--- src/rtl/pipe_pkg.sv ---
// rtl/pipe_pkg.sv - shared types and constants for pipeline stage registers
package pipe_pkg;

    typedef enum logic [1:0] {
        ST_EMPTY = 2'd0,
        ST_BUSY  = 2'd1,
        ST_FULL  = 2'd2
    } stage_state_e;

    typedef enum logic [1:0] {
        STG_IF_ID  = 2'd0,
        STG_ID_EX  = 2'd1,
        STG_EX_MEM = 2'd2,
        STG_MEM_WB = 2'd3
    } stage_id_e;

    localparam int DEF_CTRL_W = 16;
    localparam int DEF_DATA_W = 32;

    localparam int CTRL_W_MAX = 64;
    localparam logic [CTRL_W_MAX-1:0] CTRL_NOP = '0;

    function automatic int stage_ctrl_w(stage_id_e stg);
        case (stg)
            STG_IF_ID:  return 8;
            STG_ID_EX:  return 16;
            STG_EX_MEM: return 12;
            default:    return 8;
        endcase
    endfunction

    // payloads: pc+instr, pc+rs1+rs2+imm+rd, alu+store+rd, result+rd
    function automatic int stage_data_w(stage_id_e stg);
        case (stg)
            STG_IF_ID:  return 64;
            STG_ID_EX:  return 133;
            STG_EX_MEM: return 69;
            default:    return 37;
        endcase
    endfunction

    function automatic logic ready_for_state(stage_state_e st);
        return st != ST_FULL;
    endfunction

endpackage

--- src/rtl/pipe_stage_reg_if.sv ---
// rtl/pipe_stage_reg_if.sv - upstream/downstream handshake bundle of a stage register
interface pipe_stage_reg_if #(
    parameter int CTRL_W = 16,
    parameter int DATA_W = 32,
    parameter int CNT_W  = 16
);
    logic              flush;
    logic              in_valid;
    logic              in_ready;
    logic [CTRL_W-1:0] in_ctrl;
    logic [DATA_W-1:0] in_data;
    logic              out_valid;
    logic              out_ready;
    logic [CTRL_W-1:0] out_ctrl;
    logic [DATA_W-1:0] out_data;
    logic [CNT_W-1:0]  stall_cnt;

    modport master (
        output flush, in_valid, in_ctrl, in_data, out_ready,
        input  in_ready, out_valid, out_ctrl, out_data, stall_cnt
    );

    modport slave (
        input  flush, in_valid, in_ctrl, in_data, out_ready,
        output in_ready, out_valid, out_ctrl, out_data, stall_cnt
    );
endinterface

--- src/rtl/pipe_slot.sv ---
// rtl/pipe_slot.sv - one valid+ctrl+data holding register with load and clear
module pipe_slot
    import pipe_pkg::*;
#(
    parameter int CTRL_W     = 16,
    parameter int DATA_W     = 32,
    parameter bit CLEAR_DATA = 1'b0
) (
    input  logic              clk,
    input  logic              rst,
    input  logic              clear,
    input  logic              load,
    input  logic              valid_nxt,
    input  logic [CTRL_W-1:0] ld_ctrl,
    input  logic [DATA_W-1:0] ld_data,
    output logic              valid,
    output logic [CTRL_W-1:0] ctrl,
    output logic [DATA_W-1:0] data
);
    logic              valid_q, valid_d;
    logic [CTRL_W-1:0] ctrl_q, ctrl_d;
    logic [DATA_W-1:0] data_q, data_d;

    // clear wins over load so an entry arriving in a flush cycle is dropped
    always_comb begin
        valid_d = valid_q;
        ctrl_d  = ctrl_q;
        data_d  = data_q;
        if (clear) begin
            valid_d = 1'b0;
            ctrl_d  = CTRL_W'(CTRL_NOP);
            if (CLEAR_DATA) data_d = '0;
        end else begin
            valid_d = valid_nxt;
            if (load) begin
                ctrl_d = ld_ctrl;
                data_d = ld_data;
            end
        end
    end

    always_ff @(posedge clk) begin
        if (rst) begin
            valid_q <= 1'b0;
            ctrl_q  <= '0;
            data_q  <= '0;
        end else begin
            valid_q <= valid_d;
            ctrl_q  <= ctrl_d;
            data_q  <= data_d;
        end
    end

    assign valid = valid_q;
    assign ctrl  = ctrl_q;
    assign data  = data_q;
endmodule

--- src/rtl/pipe_stage_reg.sv ---
// rtl/pipe_stage_reg.sv - generic valid/ready pipeline stage with optional skid slot,
// flush-to-NOP and saturating back-pressure counter
module pipe_stage_reg
    import pipe_pkg::*;
#(
    parameter int CTRL_W     = DEF_CTRL_W,
    parameter int DATA_W     = DEF_DATA_W,
    parameter bit SKID       = 1'b1,
    parameter bit CLEAR_DATA = 1'b0,
    parameter int CNT_W      = 16
) (
    input  logic             clk,
    input  logic             rst,
    pipe_stage_reg_if.slave  bus
);
    stage_state_e      state_q, state_d;
    logic              in_ready_q, in_ready_d;
    logic [CNT_W-1:0]  stall_cnt_q, stall_cnt_d;

    logic              in_ready_w, accept, emit;
    logic              main_valid, main_load, main_sel_skid, main_valid_nxt;
    logic [CTRL_W-1:0] main_ctrl, main_ld_ctrl;
    logic [DATA_W-1:0] main_data, main_ld_data;
    logic              skid_valid, skid_load, skid_valid_nxt;
    logic [CTRL_W-1:0] skid_ctrl;
    logic [DATA_W-1:0] skid_data;

    assign in_ready_w = SKID ? in_ready_q : (~main_valid | bus.out_ready);
    assign accept     = bus.in_valid & in_ready_w;
    assign emit       = main_valid & bus.out_ready;

    always_comb begin
        state_d        = state_q;
        main_load      = 1'b0;
        main_sel_skid  = 1'b0;
        main_valid_nxt = main_valid;
        skid_load      = 1'b0;
        skid_valid_nxt = skid_valid;
        if (!SKID) begin
            if (accept) begin
                main_load      = 1'b1;
                main_valid_nxt = 1'b1;
            end else if (emit) begin
                main_valid_nxt = 1'b0;
            end
        end else begin
            case (state_q)
                ST_EMPTY: begin
                    if (accept) begin
                        main_load      = 1'b1;
                        main_valid_nxt = 1'b1;
                        state_d        = ST_BUSY;
                    end
                end
                ST_BUSY: begin
                    if (accept && bus.out_ready) begin
                        main_load = 1'b1;
                    end else if (accept) begin
                        skid_load      = 1'b1;
                        skid_valid_nxt = 1'b1;
                        state_d        = ST_FULL;
                    end else if (bus.out_ready) begin
                        main_valid_nxt = 1'b0;
                        state_d        = ST_EMPTY;
                    end
                end
                ST_FULL: begin
                    if (bus.out_ready) begin
                        main_load      = 1'b1;
                        main_sel_skid  = 1'b1;
                        skid_valid_nxt = 1'b0;
                        state_d        = ST_BUSY;
                    end
                end
                default: state_d = ST_EMPTY;
            endcase
        end
        if (bus.flush) state_d = ST_EMPTY;
    end

    // registered ready looks one state ahead so it is valid on the cycle it is used
    always_comb begin
        in_ready_d  = ready_for_state(state_d);
        stall_cnt_d = stall_cnt_q;
        if (main_valid && !bus.out_ready && !(&stall_cnt_q))
            stall_cnt_d = stall_cnt_q + CNT_W'(1);
    end

    always_ff @(posedge clk) begin
        if (rst) begin
            state_q     <= ST_EMPTY;
            in_ready_q  <= 1'b1;
            stall_cnt_q <= '0;
        end else begin
            state_q     <= state_d;
            in_ready_q  <= in_ready_d;
            stall_cnt_q <= stall_cnt_d;
        end
    end

    assign main_ld_ctrl = main_sel_skid ? skid_ctrl : bus.in_ctrl;
    assign main_ld_data = main_sel_skid ? skid_data : bus.in_data;

    pipe_slot #(.CTRL_W(CTRL_W), .DATA_W(DATA_W), .CLEAR_DATA(CLEAR_DATA)) u_main (
        .clk       (clk),
        .rst       (rst),
        .clear     (bus.flush),
        .load      (main_load),
        .valid_nxt (main_valid_nxt),
        .ld_ctrl   (main_ld_ctrl),
        .ld_data   (main_ld_data),
        .valid     (main_valid),
        .ctrl      (main_ctrl),
        .data      (main_data)
    );

    generate
        if (SKID) begin : g_skid
            pipe_slot #(.CTRL_W(CTRL_W), .DATA_W(DATA_W), .CLEAR_DATA(CLEAR_DATA)) u_skid (
                .clk       (clk),
                .rst       (rst),
                .clear     (bus.flush),
                .load      (skid_load),
                .valid_nxt (skid_valid_nxt),
                .ld_ctrl   (bus.in_ctrl),
                .ld_data   (bus.in_data),
                .valid     (skid_valid),
                .ctrl      (skid_ctrl),
                .data      (skid_data)
            );
        end else begin : g_no_skid
            assign skid_valid = 1'b0;
            assign skid_ctrl  = '0;
            assign skid_data  = '0;
        end
    endgenerate

    assign bus.in_ready  = in_ready_w;
    assign bus.out_valid = main_valid;
    assign bus.out_ctrl  = main_ctrl;
    assign bus.out_data  = main_data;
    assign bus.stall_cnt = stall_cnt_q;
endmodule
--- src/flat_wrapper.sv ---
// flat-port wrapper written by rule: the top's interface ports become plain ports
module pipe_stage_reg_flat import pipe_pkg::*;
#(
    parameter int CTRL_W     = DEF_CTRL_W,
    parameter int DATA_W     = DEF_DATA_W,
    parameter bit SKID       = 1'b1,
    parameter bit CLEAR_DATA = 1'b0,
    parameter int CNT_W      = 16
)
  (clk, rst, bus_flush, bus_in_valid, bus_in_ctrl, bus_in_data, bus_out_ready, bus_in_ready, bus_out_valid, bus_out_ctrl, bus_out_data, bus_stall_cnt);
  pipe_stage_reg_if #(.CTRL_W(CTRL_W), .DATA_W(DATA_W), .CNT_W(CNT_W)) bus_i ();
  input  logic clk;
  input  logic rst;
  input wire logic [$bits(bus_i.flush)-1:0] bus_flush;
  input wire logic [$bits(bus_i.in_valid)-1:0] bus_in_valid;
  input wire logic [$bits(bus_i.in_ctrl)-1:0] bus_in_ctrl;
  input wire logic [$bits(bus_i.in_data)-1:0] bus_in_data;
  input wire logic [$bits(bus_i.out_ready)-1:0] bus_out_ready;
  output wire logic [$bits(bus_i.in_ready)-1:0] bus_in_ready;
  output wire logic [$bits(bus_i.out_valid)-1:0] bus_out_valid;
  output wire logic [$bits(bus_i.out_ctrl)-1:0] bus_out_ctrl;
  output wire logic [$bits(bus_i.out_data)-1:0] bus_out_data;
  output wire logic [$bits(bus_i.stall_cnt)-1:0] bus_stall_cnt;
  assign bus_i.flush = bus_flush;
  assign bus_i.in_valid = bus_in_valid;
  assign bus_i.in_ctrl = bus_in_ctrl;
  assign bus_i.in_data = bus_in_data;
  assign bus_i.out_ready = bus_out_ready;
  assign bus_in_ready = bus_i.in_ready;
  assign bus_out_valid = bus_i.out_valid;
  assign bus_out_ctrl = bus_i.out_ctrl;
  assign bus_out_data = bus_i.out_data;
  assign bus_stall_cnt = bus_i.stall_cnt;
  pipe_stage_reg #(.CTRL_W(CTRL_W), .DATA_W(DATA_W), .SKID(SKID), .CLEAR_DATA(CLEAR_DATA), .CNT_W(CNT_W)) u_core (.clk(clk), .rst(rst), .bus(bus_i));
endmodule
--- config.mk ---
export PLATFORM = sky130hd
export DESIGN_NAME = pipe_stage_reg_flat
export DESIGN_NICKNAME = d
export VERILOG_FILES = /design/src/rtl/pipe_pkg.sv /design/src/rtl/pipe_stage_reg_if.sv /design/src/rtl/pipe_slot.sv /design/src/rtl/pipe_stage_reg.sv /design/src/flat_wrapper.sv
export SDC_FILE = /design/constraint.sdc
export NUM_CORES = 1
export LEC_CHECK = 0
export ABC_AREA = 1
export BUFFER_PORTS_ARGS = -buffer_cell sky130_fd_sc_hd__buf_2
export CAP_MARGIN = 20
export CORE_MARGIN = 1.5
export CORE_UTILIZATION = 58
export DETAILED_ROUTE_END_ITERATION = 10
export PLACE_DENSITY = 0.82
export SLEW_MARGIN = 20
export SYNTH_ARGS = -nofsm -noshare
export SYNTH_HDL_FRONTEND = slang
export SYNTH_SLANG_ARGS = --single-unit
export TNS_END_PERCENT = 50
--- constraint.sdc ---
create_clock -name clk -period 3.3 [get_ports clk]
set_clock_uncertainty 0.15 [all_clocks]
set_input_delay 0.165 -clock clk [delete_from_list [all_inputs] [get_ports clk]]
set_output_delay 0.165 -clock clk [all_outputs]
set_load 0.05 [all_outputs]
== After elaboration in Yosys (flattened, before gate mapping) ==
Cells that the tools add are included.
Storage, ports and cells
  memories: 0
  bits in latches: 0
  output and inout port bits: 66
  register bits: 116
  input bits: 53
  RAM bits: 0
  bits in read-only memories: 0
  logic and storage cells: 51
Cells by class
  $mul: 0
  mux-type cells: 21
  add/sub/neg operators: 1
  div/mod/pow operators: 0
  shift operators: 0
  eq/ne operators: 7
  reductions and logical operators: 12
  magnitude comparators: 0
  bitwise logic cells: 2
Operator list (number)
  two-way mux 32 bit: 1
  adder 16 x 1 -> 16 bit, second input constant: 1
  two-way mux 16 bit: 1
  AND reduction 16 bit: 1
  two-way mux 2 bit: 6
  two-way mux 1 bit: 10
  != test 2 bit, second input constant: 4
  case mux 2 bit (3 select lines): 1
  AND reduction 5 bit: 1
  AND reduction 2 bit: 2
  logical AND 1 bit: 3
  case mux 1 bit (3 select lines): 1
  equality test 2 x 1 -> 1 bit, second input constant: 1
  equality test 2 bit, second input constant: 1
  logical NOT 1 bit: 2
  logical NOT 2 bit: 1
  != test 2 x 1 -> 1 bit, second input constant: 1
  case mux 1 bit (2 select lines): 1
  nonzero test 2 bit: 1
  OR reduction 2 bit: 1
  AND 1 bit: 1
  NOT 1 bit: 1

== Longest topological paths before layout ==
Gate-level depths: netlist of run 1.
  word-level depth: 6
  depth in mapped cells: 9
  gate-level depth less buffers: 9

== By module ==
Synthesis of run 1 repeated with hierarchy kept, for this count alone.
Unflattened totals
  cell total of the unflattened synthesis: 803
  area total of the unflattened synthesis: 5728.0 um2
By module, submodules not included
  pipe_slot: sequential area each 980.9 um2, area each 1954.4 um2, cells an instance 280, times used 2
  pipe_stage_reg: sequential area each 380.4 um2, area each 1819.2 um2, cells an instance 243, times used 1

== Least setup slack after synthesis of run 1 ==
Ideal clock, no wire load.
  path kind: register to register
  start point: register u_core.stall_cnt_q[0] (netlist: u_core.bus.stall_cnt[0])
  end point: register u_core.stall_cnt_q[0] (netlist: u_core.bus.stall_cnt[0])
  data required time: 3.035 ns
  path buffers: 1
  library setup time: 0.115 ns
  period minus slack after synthesis: 2.084 ns
  stages on the path, launching flop included: 10
  data arrival time: 1.820 ns
  setup slack: 1.216 ns
  path through: dfxtp_1 ha_1 nand2_1 nor2_1 nand2_1 nor2_2 nor2_4 buf_4 nor2_1 nor2_1
On the way
  longest elaborated chain between the ends: 3
  elaborated cells on any way between the ends: 4
  classes of those cells: 1 x add/sub; 3 x reduce/logical
Ends and longest elaborated chain
  start, declared: line pipe_stage_reg.sv:18  | logic [CNT_W-1:0] stall_cnt_q, stall_cnt_d;
  start signal, assigned: line pipe_stage_reg.sv:97  | stall_cnt_q <= stall_cnt_d;
  branches (longest 3 deep; another with adder 16 x 1 -> 16 bit)
Several ways; the timed one is not identified.
A chain may end at the register's enable or synchronous reset.

== Final worst setup path of run 1 ==
  start point: input bus_out_ready
  end point: register u_core.u_main.data_q[22] (netlist: u_core.u_main.data[22])
On the way
  longest elaborated chain between the ends: 4
  elaborated cells on any way between the ends: 7
  classes of those cells: 5 x mux; 2 x reduce/logical
Ends and longest elaborated chain
  start, declared: line flat_wrapper.sv:18  | input wire logic [$bits(bus_i.out_ready)-1:0] bus_out_ready;
  logical AND 1 bit: line pipe_stage_reg.sv:56  | if (accept && bus.out_ready) begin
  two-way mux 1 bit: line pipe_stage_reg.sv:56
  case mux 1 bit (3 select lines): line pipe_stage_reg.sv:47  | case (state_q)
  AND reduction 2 bit (no line)
  end signal, assigned: line pipe_slot.sv:50  | data_q <= data_d;
  end, declared: line pipe_slot.sv:22  | logic [DATA_W-1:0] data_q, data_d;
Several ways; a longest one is shown, not always the timed one.

==> out/summary.md, run 1 <==
The flow ran to the end, and the final reports show no timing, DRC or antenna violations. The initial utilization of the core area, before any placement, comes to 60.4%. The number of hold buffers added after CTS was 52. Measured in cells, the most critical reg-to-reg path has a length of 8. For this run, the post-layout net count is 911. The logs give 0 ns for the accumulated negative setup slack and 5117 for the total number of vias. Clock-pin slew was measured on the worst setup and hold paths at 0.06 ns.

For this run, the number of Yosys warnings is 0. The category of the most critical setup path was input pin to flip-flop. The maximum clock rate was 444 MHz. STA classifies the critical path endpoint as a flip-flop. The data arrival time at the worst-slack endpoint was 2.50 ns. Across the run, the number of max-cap violations was 0. The final-report hold violation count was 0. For this block, the initial DRC count from the detailed router was 256. The floorplan step set the die width to 95.8 um.

Relative to the synthesized area, the layout overhead comes to 33.4%. The number of nets in the synthesized netlist is 757. Pin count of the biggest net entering global routing: 90. Each instance of the synthesized netlist takes up on average 7.10 um2.

In this run, post-CTS repair resized a total of 0 instances. The congestion estimate from routability-driven global placement came to 0.835. In this run, distinct cell masters in the synthesized netlist total 24. The min-delay analysis places its worst path in the category flip-flop to flip-flop. H-tree depth: 4. Setup repair after global routing left no endpoint under its margin. Number of buffers inserted to repair setup after CTS: 0. STA classifies the critical path startpoint as an input pin. Synthesis handed over a netlist of 703 instances. Overall die area: 0.00917 mm2. The internal reg-to-reg setup slack is 1.10 ns, and the flop and latch count out of synthesis is 116. Summed over all cells, the static leakage comes to 2.99 nW. Combinational logic burns 11.4% of the power.

The routed wire length per instance is 13.0 um. Final instance area: 0.00666 mm2. For hold timing, the worst endpoint is u_core.g_skid.u_skid.ctrl[10].

The first global-routing pass estimated 20500 um of wire. The routed length on met1 was 5430 um. The internal power contribution is 2.84 mW, and the number of antenna violations at the first check in global routing is 0. Once detailed placement completed, the half-perimeter wirelength came to 7420 um.

The analysis attributes to net switching a power of 0.932 mW. Top metal layer carrying routed signals: met4. The floorplan has 33 rows.

The tools report the wire length on met3 as 732 um. For this design the ratio of total power to cell area is 567 mW/mm2. At the pin with the least slew margin, the transition time is 0.821 ns. The number of detailed-routing iterations run before antenna repair came out at 5. The startpoint identified for the worst register-to-register timing path is u_core.state_q[0].

The tools report the end of the worst register-to-register path as u_core.u_main.data[22]. The count of input and output buffers came out at 118. In the finished design, the share of the clock period the worst path needs comes to 68.3%.

The vertical die dimension is 95.8 um, and the share of power burned in registers is 39.1%. For the number of endpoints failing setup at the final stage, the log shows 0. Number of global-route vias before repair: 4763. The fraction of final layout cells with drive strength greater than 1 works out to 19.1%. Of the total power, the clock network draws 49.5%.

The remaining antenna violation count after routing is 0, and the minimum clock period after layout is 2.25 ns. The count of inserted antenna diode cells was 0. The logs give 589 for the number of filler cells placed in the layout and 119 for the number of top-level pins. The cell area after synthesis is 0.00499 mm2, and the total track usage is 28.7%. For the maximum buffer depth of the clock tree, the log shows 2. The worst-case IR drop observed on VDD is 378 uV.

The routed wire length was 12700 um; the post-detailed-placement cell area was 0.00553 mm2. The share of the yosys chip area belonging to registers is 46.5%. The later pin in the worst-skew pair is clocked with a latency of 0.50 ns.

Net switching is 24.7% of the power. The root buffer cell chosen for the clock tree is sky130_fd_sc_hd__clkbuf_8. Launch point of the worst hold path: u_core.g_skid.u_skid.ctrl[10].

In this run, CTS created clock tree buffers numbering 17. The core footprint is 0.00826 mm2, and the maximum fanout encountered on the critical timing path is 32. In this run the tightest slew margin relative to its limit is 45.3%. For this run, design rule violations remaining after detail routing come to 0. STA puts the critical path data required time at 3.54 ns.

The run gives 116 as the CTS sink count. TritonCTS built the clock tree. The total count of max-transition violations in the final report was 0; the mean number of vias per cell was 5.25. The remaining global-route overflow was 0; the cell count of the worst hold path was 2. The run gives 6320 um as the total met2 wirelength after detailed routing.
[routing by layer]
layer	GRT usage [%]	vias to the layer above
li1	-	2581
met1	33.5	2335
met2	50.2	178
met3	6.48	23
met4	12.0	0
met5	0	-
[worst max-delay path by stage]
stage / from / endpoint / slack [ns] / cells past startpoint
2_1_floorplan: u_core.bus.stall_cnt[0] / u_core.bus.stall_cnt[0] / 1.22 / 9
3_3_place_gp: bus_out_ready / u_core.u_main.data[6] / 1.18 / 8
3_5_place_dp: bus_out_ready / u_core.u_main.data[15] / 1.12 / 8
4_1_cts: bus_out_ready / u_core.u_main.data[23] / 1.06 / 9
5_1_grt: bus_out_ready / u_core.u_main.data[0] / 0.86 / 9
6_report: bus_out_ready / u_core.u_main.data[22] / 1.05 / 9
[worst max-delay path: stages]
cell                            delay, ns
sky130_fd_sc_hd__dlygate4sd3_1       0.52
sky130_fd_sc_hd__buf_2               0.28
sky130_fd_sc_hd__o21ai_1             0.12
sky130_fd_sc_hd__nand2_1             0.12
sky130_fd_sc_hd__nand2_4             0.14
sky130_fd_sc_hd__nor2_4              0.33
sky130_fd_sc_hd__clkinv_2            0.47
sky130_fd_sc_hd__nor2_1              0.27
sky130_fd_sc_hd__nor2_1              0.07
[cell usage in the layout, fill, tap and decap left out, types with 4 or more instances in the layout]
master                          Yosys  layout
sky130_fd_sc_hd__nand3_1           17      17
sky130_fd_sc_hd__inv_1             57      56
sky130_fd_sc_hd__inv_2              4       4
sky130_fd_sc_hd__nor2_1           138     138
sky130_fd_sc_hd__clkinv_2           1       5
sky130_fd_sc_hd__o21ai_1           48      48
sky130_fd_sc_hd__clkbuf_16          0      16
sky130_fd_sc_hd__bufinv_16          0       4
sky130_fd_sc_hd__xor2_1             4       4
sky130_fd_sc_hd__dlygate4sd3_1      0      52
sky130_fd_sc_hd__a21oi_1           53      53
sky130_fd_sc_hd__nor2_4             4       4
sky130_fd_sc_hd__dfxtp_1          116     116
sky130_fd_sc_hd__buf_2             13     118
sky130_fd_sc_hd__o21ai_0           90      90
sky130_fd_sc_hd__nand2_1          111     111
sky130_fd_sc_hd__nand4_1            6       6
[stage by stage]
step | power [mW] | worst slack [ns] | util (%) | hold WS, ns | std cells
after floorplan | 1.77 | 1.22 | - | 0.0943 | 703
after global placement | 1.87 | 1.18 | 67.0 | 0.261 | 891
after detailed placement | 1.88 | 1.12 | 67.0 | 0.271 | 891
after CTS | 3.78 | 1.06 | 80.6 | 0.290 | 974
after global routing | 3.90 | 0.860 | 80.6 | 0.317 | 974
final | 3.78 | 1.05 | 80.6 | 0.296 | 974
[power by group through the flow]
stage	registers (mW)	clock network, mW	logic [mW]
2_1_floorplan	1.63	0	0.142
3_3_place_gp	1.50	0	0.369
3_5_place_dp	1.50	0	0.376
4_1_cts	1.47	1.88	0.426
5_1_grt	1.48	1.95	0.467
6_report	1.47	1.87	0.431
[cells by family after synthesis]
| logic type | Yosys count | share of synthesized area (%) |
|---|---|---|
| flip-flops | 116 | 46.5 |
| buffers and inverters | 100 | 8.78 |
| adder cells (fa/ha/maj) | 1 | 0.251 |
| AO/OA/AOI/OAI | 195 | 19.9 |
| XOR/XNOR | 6 | 1.05 |
| AND/OR/NAND/NOR | 285 | 23.4 |
[flip-flops by register name, summed over array words and instances (netlist names)]
name and flops:
u_core.g_skid.u_skid.ctrl 16, u_core.state_q 2, u_core.bus.stall_cnt 16, u_core.g_skid.u_skid.data 32, u_core.bus.in_ready 1, u_core.u_main.data 32
u_core.u_main.valid 1, u_core.u_main.ctrl 16
[cell usage after synthesis]
cell / n / area (um2)
sky130_fd_sc_hd__nor2_1: 138 / 518
sky130_fd_sc_hd__nand3_1: 17 / 85.1
sky130_fd_sc_hd__nor2_2: 3 / 18.8
sky130_fd_sc_hd__inv_2: 4 / 15.0
sky130_fd_sc_hd__clkinv_2: 1 / 5.00
sky130_fd_sc_hd__nor3_1: 3 / 15.0
sky130_fd_sc_hd__ha_1: 1 / 12.5
sky130_fd_sc_hd__inv_1: 57 / 214
sky130_fd_sc_hd__o21ai_1: 48 / 240
sky130_fd_sc_hd__buf_2: 13 / 65.1
sky130_fd_sc_hd__nand4_1: 6 / 37.5
sky130_fd_sc_hd__nand2_1: 111 / 417
sky130_fd_sc_hd__o21ai_0: 90 / 450
sky130_fd_sc_hd__a21oi_1: 53 / 265
sky130_fd_sc_hd__a211oi_1: 3 / 22.5
sky130_fd_sc_hd__dfxtp_1: 116 / 2320
sky130_fd_sc_hd__xnor2_1: 2 / 17.5
sky130_fd_sc_hd__buf_6: 5 / 56.3
sky130_fd_sc_hd__nor2_4: 4 / 45.0
sky130_fd_sc_hd__o21ai_4: 1 / 16.3
sky130_fd_sc_hd__clkbuf_1: 18 / 67.6
sky130_fd_sc_hd__buf_4: 2 / 15.0
sky130_fd_sc_hd__xor2_1: 4 / 35.0
sky130_fd_sc_hd__nand2_4: 3 / 33.8
[final cells by class]
| class | count | area (um2) | share of cell area, % |
|---|---|---|---|
| clock buffers | 21 | 449 | 6.75 |
| clock inverters | 10 | 155 | 2.33 |
| inverters | 62 | 234 | 3.52 |
| multi-input cells | 487 | 2230 | 33.5 |
| flip-flops and latches | 116 | 2320 | 34.9 |
| well taps | 105 | 131 | 1.97 |
| repair buffers | 173 | 1130 | 17.0 |
Power figures use the tool's default switching activity.
==> inputs of run 2 (changes only) <==
--- a/config.mk
+++ b/config.mk
@@ -9,9 +9,9 @@
 export BUFFER_PORTS_ARGS = -buffer_cell sky130_fd_sc_hd__buf_2
 export CAP_MARGIN = 20
 export CORE_MARGIN = 1.5
-export CORE_UTILIZATION = 58
+export CORE_UTILIZATION = 53
 export DETAILED_ROUTE_END_ITERATION = 10
-export PLACE_DENSITY = 0.82
+export PLACE_DENSITY = 0.76
 export SLEW_MARGIN = 20
 export SYNTH_ARGS = -nofsm -noshare
 export SYNTH_HDL_FRONTEND = slang
==> constraint.sdc (replaced) <==
create_clock -name clk -period 2.3 [get_ports clk]
set_clock_uncertainty 0.15 [all_clocks]
set_input_delay 0.115 -clock clk [delete_from_list [all_inputs] [get_ports clk]]
set_output_delay 0.115 -clock clk [all_outputs]
set_load 0.05 [all_outputs]
==> out/summary.md, run 2 (synthesized netlist as in run 1, its figures left out) <==
The CTS sink count is 116 (unchanged), and the number of violations of the max-capacitance limit is 0 (unchanged). TritonCTS built the clock tree. Actual slew at the worst max-slew pin: 0.585 ns (-0.236 ns). The vertical die dimension was 100 um (+4.5%). The library cell used most frequently in the layout, excluding fill and tap cells, is sky130_fd_sc_hd__nor2_1. The count of input and output buffers came out at 118 (unchanged).

Setup repair after global routing left no endpoint under its margin. The maximum buffer depth of the clock tree came out at 2 (unchanged). The routed wire length was 12200 um (-3.7%); the effective utilization at floorplan was 54.3% (-6.2 points). The run gives 61.0% (+16 points) as the relative max-transition margin. The worst setup path is launched from a flip-flop.

The logs give 0 (unchanged) for the count of inserted antenna diode cells and 5043 (-1.4%) for the total number of vias. The run gives 480 uV (+27%) as the worst ir drop on vdd. The half-perimeter wire length after detailed placement is 7830 um (+5.5%), and the internal power contribution is 3.61 mW (+27%). Number of antenna violations at the first check in global routing: 0 (unchanged). Clock-pin slew of the registers on the worst-case setup and hold paths: 0.06 ns (about the same). The global-route wire length before repair is 20700 um (+1.1%), and the maximum clock rate is 518 MHz. The maximum fanout encountered on the critical timing path came out at 64 (+100%).

The total track usage was 25.4% (-3.2 points); the worst setup slack before clock tree synthesis was 0.368 ns (-0.756 ns). For the number of top-level pins, the log shows 119 (unchanged). The routed wire length per instance is 12.4 um (-4.6%), and the reported net switching power is 1.34 mW (+43%). The total count of max-transition violations in the final report came out at 0 (unchanged). In the layout the commonest cells are sky130_fd_sc_hd__nor2_1 (138), sky130_fd_sc_hd__buf_2 (118), sky130_fd_sc_hd__dfxtp_1 (116).

The tools report the H-tree depth as 4 (unchanged). The tightest min-delay check is of the input pin to flip-flop type. The mean number of vias per cell works out to 5.13 (-2.3%). Share of power burned in the clock network: 44.8% (-4.7 points).

The core footprint was 0.00920 mm2 (+11%). The endpoint type of the worst setup path is a flip-flop. The fraction of final layout cells with drive strength greater than 1 is 19.4% (+0.28 points), and the remaining global-route overflow is 0 (unchanged). The data arrival time at the worst-slack endpoint is 2.14 ns (-0.36 ns), and the clock buffer count from CTS is 17 (unchanged). The logs give 30.0% (-3.5 points) for the met1 track utilization from global routing and 4787 (+0.50%) for the number of global-route vias before repair.

The number of nets in the final layout is 913 (+0.22%). The number of buffers inserted to repair setup after CTS came out at 0 (unchanged). The met2 track demand over resource in global routing came out at 44.4% (-5.8 points).

The layout overhead on the synthesized area is 32.0%. Remaining antenna violation count after routing: 0 (unchanged). The tools report the number of endpoints failing setup at the final stage as 0 (unchanged).

The global routing stage identified its most utilized layer as met2. The logs give 0 ns (unchanged) for the accumulated negative setup slack and 2.96 nW (-1.0%) for the leakage power summed over all cells. The flow ran to the end, and the final reports show no timing, DRC or antenna violations. The critical path is of the flip-flop to flip-flop type. The cell sitting at the root of the clock tree is a sky130_fd_sc_hd__clkbuf_8. The tools report the count of standard-cell rows as 35 (+6.1%). The overall die area is 0.0100 mm2 (+9.1%). Combinational share of power: 12.5% (+1.1 points). The tools report the number of DRC markers after the initial detailed-route iteration as 218 (-15%). The tools report the pin count of the biggest net entering global routing as 65 (-28%). Areal power density over the cells: 751 mW/mm2 (+32%). The worst path uses 83.9% of the clock period.

The tools report the required time reported for the critical path endpoint as 2.51 ns (-1.03 ns). The overall die width was 100 um (+4.5%); the minimum clock period after layout was 1.93 ns. For the met3 track demand over resource, the log shows 5.78% (-0.70 points).

The global placer's final weighted congestion was 0.849 (+1.7%). The clock latency on the worst-skew pair is 0.50 ns (about the same). The final-report hold violation count came out at 0 (unchanged).

For the final critical-path setup slack, the log shows 0.369 ns (-0.678 ns). The number of remaining DRC errors is 0 (unchanged), and the number of detailed-routing iterations run before antenna repair is 5 (unchanged). The switching portion of total power works out to 27.0% (+2.3 points). The tools report the share of power burned in registers as 42.7% (+3.6 points).
[run 2: worst paths after layout]
kind                                      start                            end  slack (ns)  cells after the start
hold reg to reg   u_core.g_skid.u_skid.ctrl[13]  u_core.g_skid.u_skid.ctrl[13]        0.30                      2
setup / recovery            u_core.bus.in_ready   u_core.g_skid.u_skid.data[2]        0.37                      7
hold / removal                        bus_flush         u_core.u_main.data[29]        0.05                      5
setup reg to reg            u_core.bus.in_ready   u_core.g_skid.u_skid.data[2]        0.37                      7
[run 2: critical path: stages, from the launching register on]
cell and delay [ns]:
sky130_fd_sc_hd__dfxtp_1 0.32, sky130_fd_sc_hd__nand2_1 0.10, sky130_fd_sc_hd__nor2_2 0.14, sky130_fd_sc_hd__nand2_1 0.10, sky130_fd_sc_hd__nor2_4 0.22, sky130_fd_sc_hd__nand2_4 0.35, sky130_fd_sc_hd__o21ai_0 0.32, sky130_fd_sc_hd__a21oi_1 0.06
[run 2: what timing repair did]
| item | 4_1_cts | 5_1_grt |
|---|---|---|
| gates resized for setup | 0 | 0 |
| hold buffers | 51 | 0 |
| hold endpoints to repair | 110 | 0 |
[run 2: final cells by class]
type,count,area [um2]
inverter,62,234
fill,760,2610
multi-input combinational,487,2230
tap,111,139
clock inverter,11,62.6
clock buffer,21,439
sequential,116,2320
timing repair buffer,175,1160
[run 2: per-layer routing]
layer	share of wire (%)	wire length, um	vias to the layer above
met3	4.8	583	16
met1	44	5380	2315
met5	0	0	-
li1	-	-	2578
met2	50	6120	134
met4	1.2	150	0
[run 2: power by group through the flow]
stage                     registers (mW)  clock network [mW]  logic (mW)
final                               2.11                2.22       0.617
after floorplan                     2.34                   0       0.204
after CTS                           2.11                2.26       0.615
after detailed placement            2.15                   0       0.546
after global placement              2.15                   0       0.538
after global routing                2.12                2.35       0.674
[run 2: through the flow]
step / std cells / cell area [um2] / hold slack [ns] / total power, mW / utilization, %
finish: 983 / 6590 / 0.0507 / 4.95 / 71.6
detailed placement: 900 / 5570 / 0.221 / 2.70 / 60.6
global placement: 900 / 5570 / 0.208 / 2.69 / 60.6
CTS: 983 / 6590 / 0.0205 / 4.98 / 71.6
floorplan: 703 / 4990 / 0.0443 / 2.55 / -
global route: 983 / 6590 / 0.0642 / 5.14 / 71.6
==> inputs of run 3 (changes only) <==
--- a/config.mk
+++ b/config.mk
@@ -5,7 +5,7 @@
 export SDC_FILE = /design/constraint.sdc
 export NUM_CORES = 1
 export LEC_CHECK = 0
-export ABC_AREA = 1
+export ABC_AREA = 0
 export BUFFER_PORTS_ARGS = -buffer_cell sky130_fd_sc_hd__buf_2
 export CAP_MARGIN = 20
 export CORE_MARGIN = 1.5
==> constraint.sdc (replaced) <==
create_clock -name clk -period 2 [get_ports clk]
set_clock_uncertainty 0.15 [all_clocks]
set_input_delay 0.1 -clock clk [delete_from_list [all_inputs] [get_ports clk]]
set_output_delay 0.1 -clock clk [all_outputs]
set_load 0.05 [all_outputs]
==> out/summary.md, run 3 <==
The xor/xnor share of the synthesized area is 0% (-1.1 points). For the clock latency on the worst-skew pair, the log shows 0.51 ns (about the same). Mean number of vias per cell: 5.61 (+9.3%).

Endpoint type of the worst setup path: a flip-flop. The cell count of the worst hold path came out at 4 (-1). The tools report the post-detailed-placement cell area as 0.00556 mm2 (-0.25%). Dominant combinational cell family by area after synthesis: simple AND/OR/NAND/NOR gates. The multiplexer share of the synthesized area was 3.29% (+3.3 points); the internal reg-to-reg setup slack was 0.07 ns (-0.30 ns). The logs give 0 (unchanged) for the count of inserted antenna diode cells and 5.85 mW (+18%) for the total power after layout. The fraction of post-synthesis cell area in the top cell type by area was 47.7% (+1.1 points); the count of input and output buffers was 118 (unchanged). For the effective utilization at floorplan, the log shows 55.3% (+1.0 points).

TritonCTS built the clock tree. Number of filler cells placed in the layout: 635 (-16%). The count of standard-cell rows came out at 34 (-2.9%). The dominant synthesized flop cell was sky130_fd_sc_hd__dfxtp_1. The internal power contribution was 4.18 mW (+16%); the overall die width was 98.9 um (-1.2%).

The fraction of the mapped netlist area in simple logic gates is 27.0% (+3.5 points). The class of the tightest hold or removal check was input pin to flip-flop. Number of instances in the synthesized netlist: 592 (-16%). The routed wire length came out at 13200 um (+7.9%).

The area share of fa/ha/maj cells after synthesis came out at 0.257% (+0.0062 points). The final standard cell utilization of the core was 76.1% (+4.5 points). The cell depth of the worst flop-to-flop path is 6 (-1). The number of remaining DRC errors is 9 (+9). The clock buffer count from CTS is 17 (unchanged), and the switching portion of total power is 28.6% (+1.6 points). The destination of the worst hold path was u_core.g_skid.u_skid.ctrl[11]. For the worst setup slack before clock tree synthesis, the log shows 0.201 ns (-0.167 ns).

Broken down by cell family, the worst path's largest delay share belongs to buffers and inverters. The number of top-level pins is 119 (unchanged). The fraction of final layout cells with drive strength greater than 1 is 24.6% (+5.2 points). The final critical-path setup slack came out at 0.0689 ns (-0.300 ns).

The logs give 47.7% (+1.1 points) for the share of the yosys chip area belonging to registers and 1.68 mW (+25%) for the reported net switching power. The final instance area was 0.00670 mm2 (+1.7%). The largest total area in the synthesized netlist belongs to sky130_fd_sc_hd__dfxtp_1. Compared with the post-synthesis result, the final layout area differs by 37.6%. The number of detailed-routing iterations run before antenna repair was 8 (+3); the remaining global-route overflow was 0 (unchanged). The relative max-transition margin came out at 57.0% (-4.0 points). Number of violations of the max-capacitance limit: 0 (unchanged). The async set or reset register ratio after synthesis is 0% (unchanged), and the share of power burned in registers is 41.7% (-1.0 points).

The post-route clock period utilization was 96.6% (+13 points). Walking the worst path, the cells encountered are nand3b_1 -> nor3_2 -> buf_6 -> nand2_1 -> dlygate4sd3_1 -> a21oi_1. The pin count of the biggest net entering global routing was 65 (unchanged); the per-instance average area after synthesis was 8.23 um2 (+16%). The tools report the global placer's final weighted congestion as 0.815 (-4.0%). The maximum fanout encountered on the critical timing path works out to 10 (-84%). The share of power burned in the clock network was 44.9% (about the same); the number of enable flip-flop cells after synthesis was 0 (unchanged). The top cell types in the final layout, fill and taps aside, are sky130_fd_sc_hd__nand2_1 (120), sky130_fd_sc_hd__buf_2 (118), sky130_fd_sc_hd__dfxtp_1 (105). The clock-pin slew of the registers on the worst-case setup and hold paths came out at 0.06 ns (about the same). The worst hold path begins at bus_in_ctrl[11]. The routed wire length per instance was 15.0 um (+20%).

The vertical die dimension came out at 98.9 um (-1.2%). The tools report the overall die area as 0.00977 mm2 (-2.3%). The run gives 7660 um (-2.2%) as the half-perimeter wire length after detailed placement.

Flop and latch count out of synthesis: 116 (unchanged). The number of DRC markers after the initial detailed-route iteration is 320 (+47%). The logs give 27.3% (+1.9 points) for the total track usage and 0 (unchanged) for the number of antenna violations at the first check in global routing.

The leakage power summed over all cells came out at 2.67 nW (-9.7%). Net count after synthesis: 646 (-15%). The run gives 0 (unchanged) as the final-report hold violation count. The combinational share of power is 13.4% (+0.9 points). The run gives 0.00487 mm2 (-2.4%) as the cell area after synthesis. The startpoint identified for the worst register-to-register timing path is u_core.state_q[1]. The maximum clock rate came out at 518 MHz (about the same).

Number of distinct library cell variants in the gate-level netlist after synthesis: 44 (+83%). Among all cell types in the netlist, the one instantiated most often is sky130_fd_sc_hd__nand2_1. The clock root buffer was sky130_fd_sc_hd__clkbuf_8. The run gives 4939 (-2.1%) as the total number of vias. The fraction of the mapped netlist area in compound gates came out at 16.8% (-3.1 points). The final reports fail on DRC. The number of nets in the final layout is 814 (-11%), and the remaining antenna violation count after routing is 0 (unchanged). The tools report the worst ir drop on vdd as 747 uV (+56%).

End of the worst register-to-register path: u_core.g_skid.u_skid.data[31]. For the number of global-route vias before repair, the log shows 4653 (-2.8%). The minimum clock period after layout was 1.93 ns (+0.000350 ns). Leaving out fill and tap cells, the most frequent cell in the layout is sky130_fd_sc_hd__nand2_1. The logs give 2.28 ns (-0.23 ns) for the required time reported for the critical path endpoint and 0 (unchanged) for the Yosys warning count. The flow ran to the end, but the final reports show violations.

The CTS sink count was 116 (unchanged). By area the synthesized netlist is led by sky130_fd_sc_hd__dfxtp_1 (48%), sky130_fd_sc_hd__nand2_1 (9.2%), sky130_fd_sc_hd__a311oi_1 (8.6%). In the synthesized netlist, the cells that appear most often are sky130_fd_sc_hd__nand2_1 (120), sky130_fd_sc_hd__dfxtp_1 (116), sky130_fd_sc_hd__nor2_1 (71), sky130_fd_sc_hd__nand3_1 (55), sky130_fd_sc_hd__a311oi_1 (48).

The total count of max-transition violations in the final report is 0 (unchanged), and the H-tree depth is 4 (unchanged). The logs give 2 (unchanged) for the maximum buffer depth of the clock tree and 2.21 ns (+0.07 ns) for the data arrival time at the worst-slack endpoint. The slowest stage of the critical path is the sky130_fd_sc_hd__dlygate4sd3_1 cell. Areal power density over the cells: 874 mW/mm2 (+16%). The delay of the slowest cell on the worst path was 0.56 ns (+0.21 ns); the core footprint was 0.00881 mm2 (-4.2%).

Global-route wire length before repair: 21700 um (+4.5%). The critical path buffer and inverter count is 2 (+2). The tools report the kind of launch point of the worst setup path as a flip-flop. The actual slew at the worst max-slew pin is 0.644 ns (+0.0593 ns), and the number of endpoints failing setup at the final stage is 0 (unchanged).

Category of the most critical setup path: flip-flop to flip-flop.
[run 3: cell count changes after synthesis, sizes merged, moves of 4 or more]
cell and change:
o21ai -128, inv -58, or3 +10, nand3 +39, xor2 -4, a21oi -8
a311oi +48, nand2 +6, mux2i +16, nor2 -73, clkbuf +11
[run 3: per-stage QoR]
stage / hold slack [ns] / setup TNS [ns] / std cells
2_1_floorplan: 0.0860 / 0 / 592
5_1_grt: 0.242 / -0.00483 / 881
4_1_cts: 0.214 / 0 / 880
3_5_place_dp: 0.210 / 0 / 788
6_report: 0.229 / 0 / 881
3_3_place_gp: 0.202 / 0 / 788
[run 3: worst max-delay path by stage]
stage                                  from                            end  slack, ns  cells after the start
global placement    u_core.bus.stall_cnt[0]        u_core.bus.stall_cnt[1]       0.29                      6
floorplan           u_core.bus.stall_cnt[0]        u_core.bus.stall_cnt[4]       0.02                      7
detailed placement        u_core.state_q[1]          u_core.u_main.data[1]       0.20                      5
global route              u_core.state_q[1]  u_core.g_skid.u_skid.data[31]     -0.005                      6
finish                    u_core.state_q[1]  u_core.g_skid.u_skid.data[31]       0.07                      6
CTS                       u_core.state_q[1]   u_core.g_skid.u_skid.data[6]       0.02                      6
[run 3: routing by layer]
| layer | global-route usage [%] | wire length, um |
|---|---|---|
| met1 | 33.1 | 5610 |
| met2 | 47.3 | 6570 |
| met3 | 6.95 | 766 |
| met4 | 9.23 | 262 |
| met5 | 0 | 0 |
[run 3: layout make-up]
type / count / area, um2 / share of cell area, %
Tap cell: 108 / 135 / 2.02
Inverter: 3 / 11.3 / 0.168
Multi-Input combinational cell: 424 / 2310 / 34.5
Clock buffer: 17 / 414 / 6.18
Clock inverter: 15 / 111 / 1.66
Sequential cell: 116 / 2340 / 34.9
Timing Repair Buffer: 198 / 1380 / 20.6
[run 3: cells by family (layout without fill, tap and decap cells)]
group           Yosys count  after routing
fa+ha+maj                 1              1
flops                   116            116
compound gates          117            117
simple gates            290            290
mux                      16             16
buf+inv                  52            233
[run 3: what timing repair did]
item,4_1_cts,5_1_grt
hold endpoints to repair,113,0
endpoints found under the setup margin,0,8
setup buffers,0,1
resized for setup,0,3
hold buffers,60,0
[run 3: power by group through the flow]
| stage | combinational, mW | sequential [mW] | clock [mW] |
|---|---|---|---|
| CTS | 0.772 | 2.44 | 2.65 |
| floorplan | 0.243 | 2.74 | 0 |
| global placement | 0.679 | 2.49 | 0 |
| global route | 0.831 | 2.45 | 2.78 |
| detailed placement | 0.690 | 2.49 | 0 |
| finish | 0.781 | 2.44 | 2.63 |
[run 3: worst min-delay path: stages]
cell and delay, ns:
sky130_fd_sc_hd__dlygate4sd3_1 0.51, sky130_fd_sc_hd__buf_2 0.11, sky130_fd_sc_hd__mux2i_1 0.06, sky130_fd_sc_hd__nor2_1 0.07
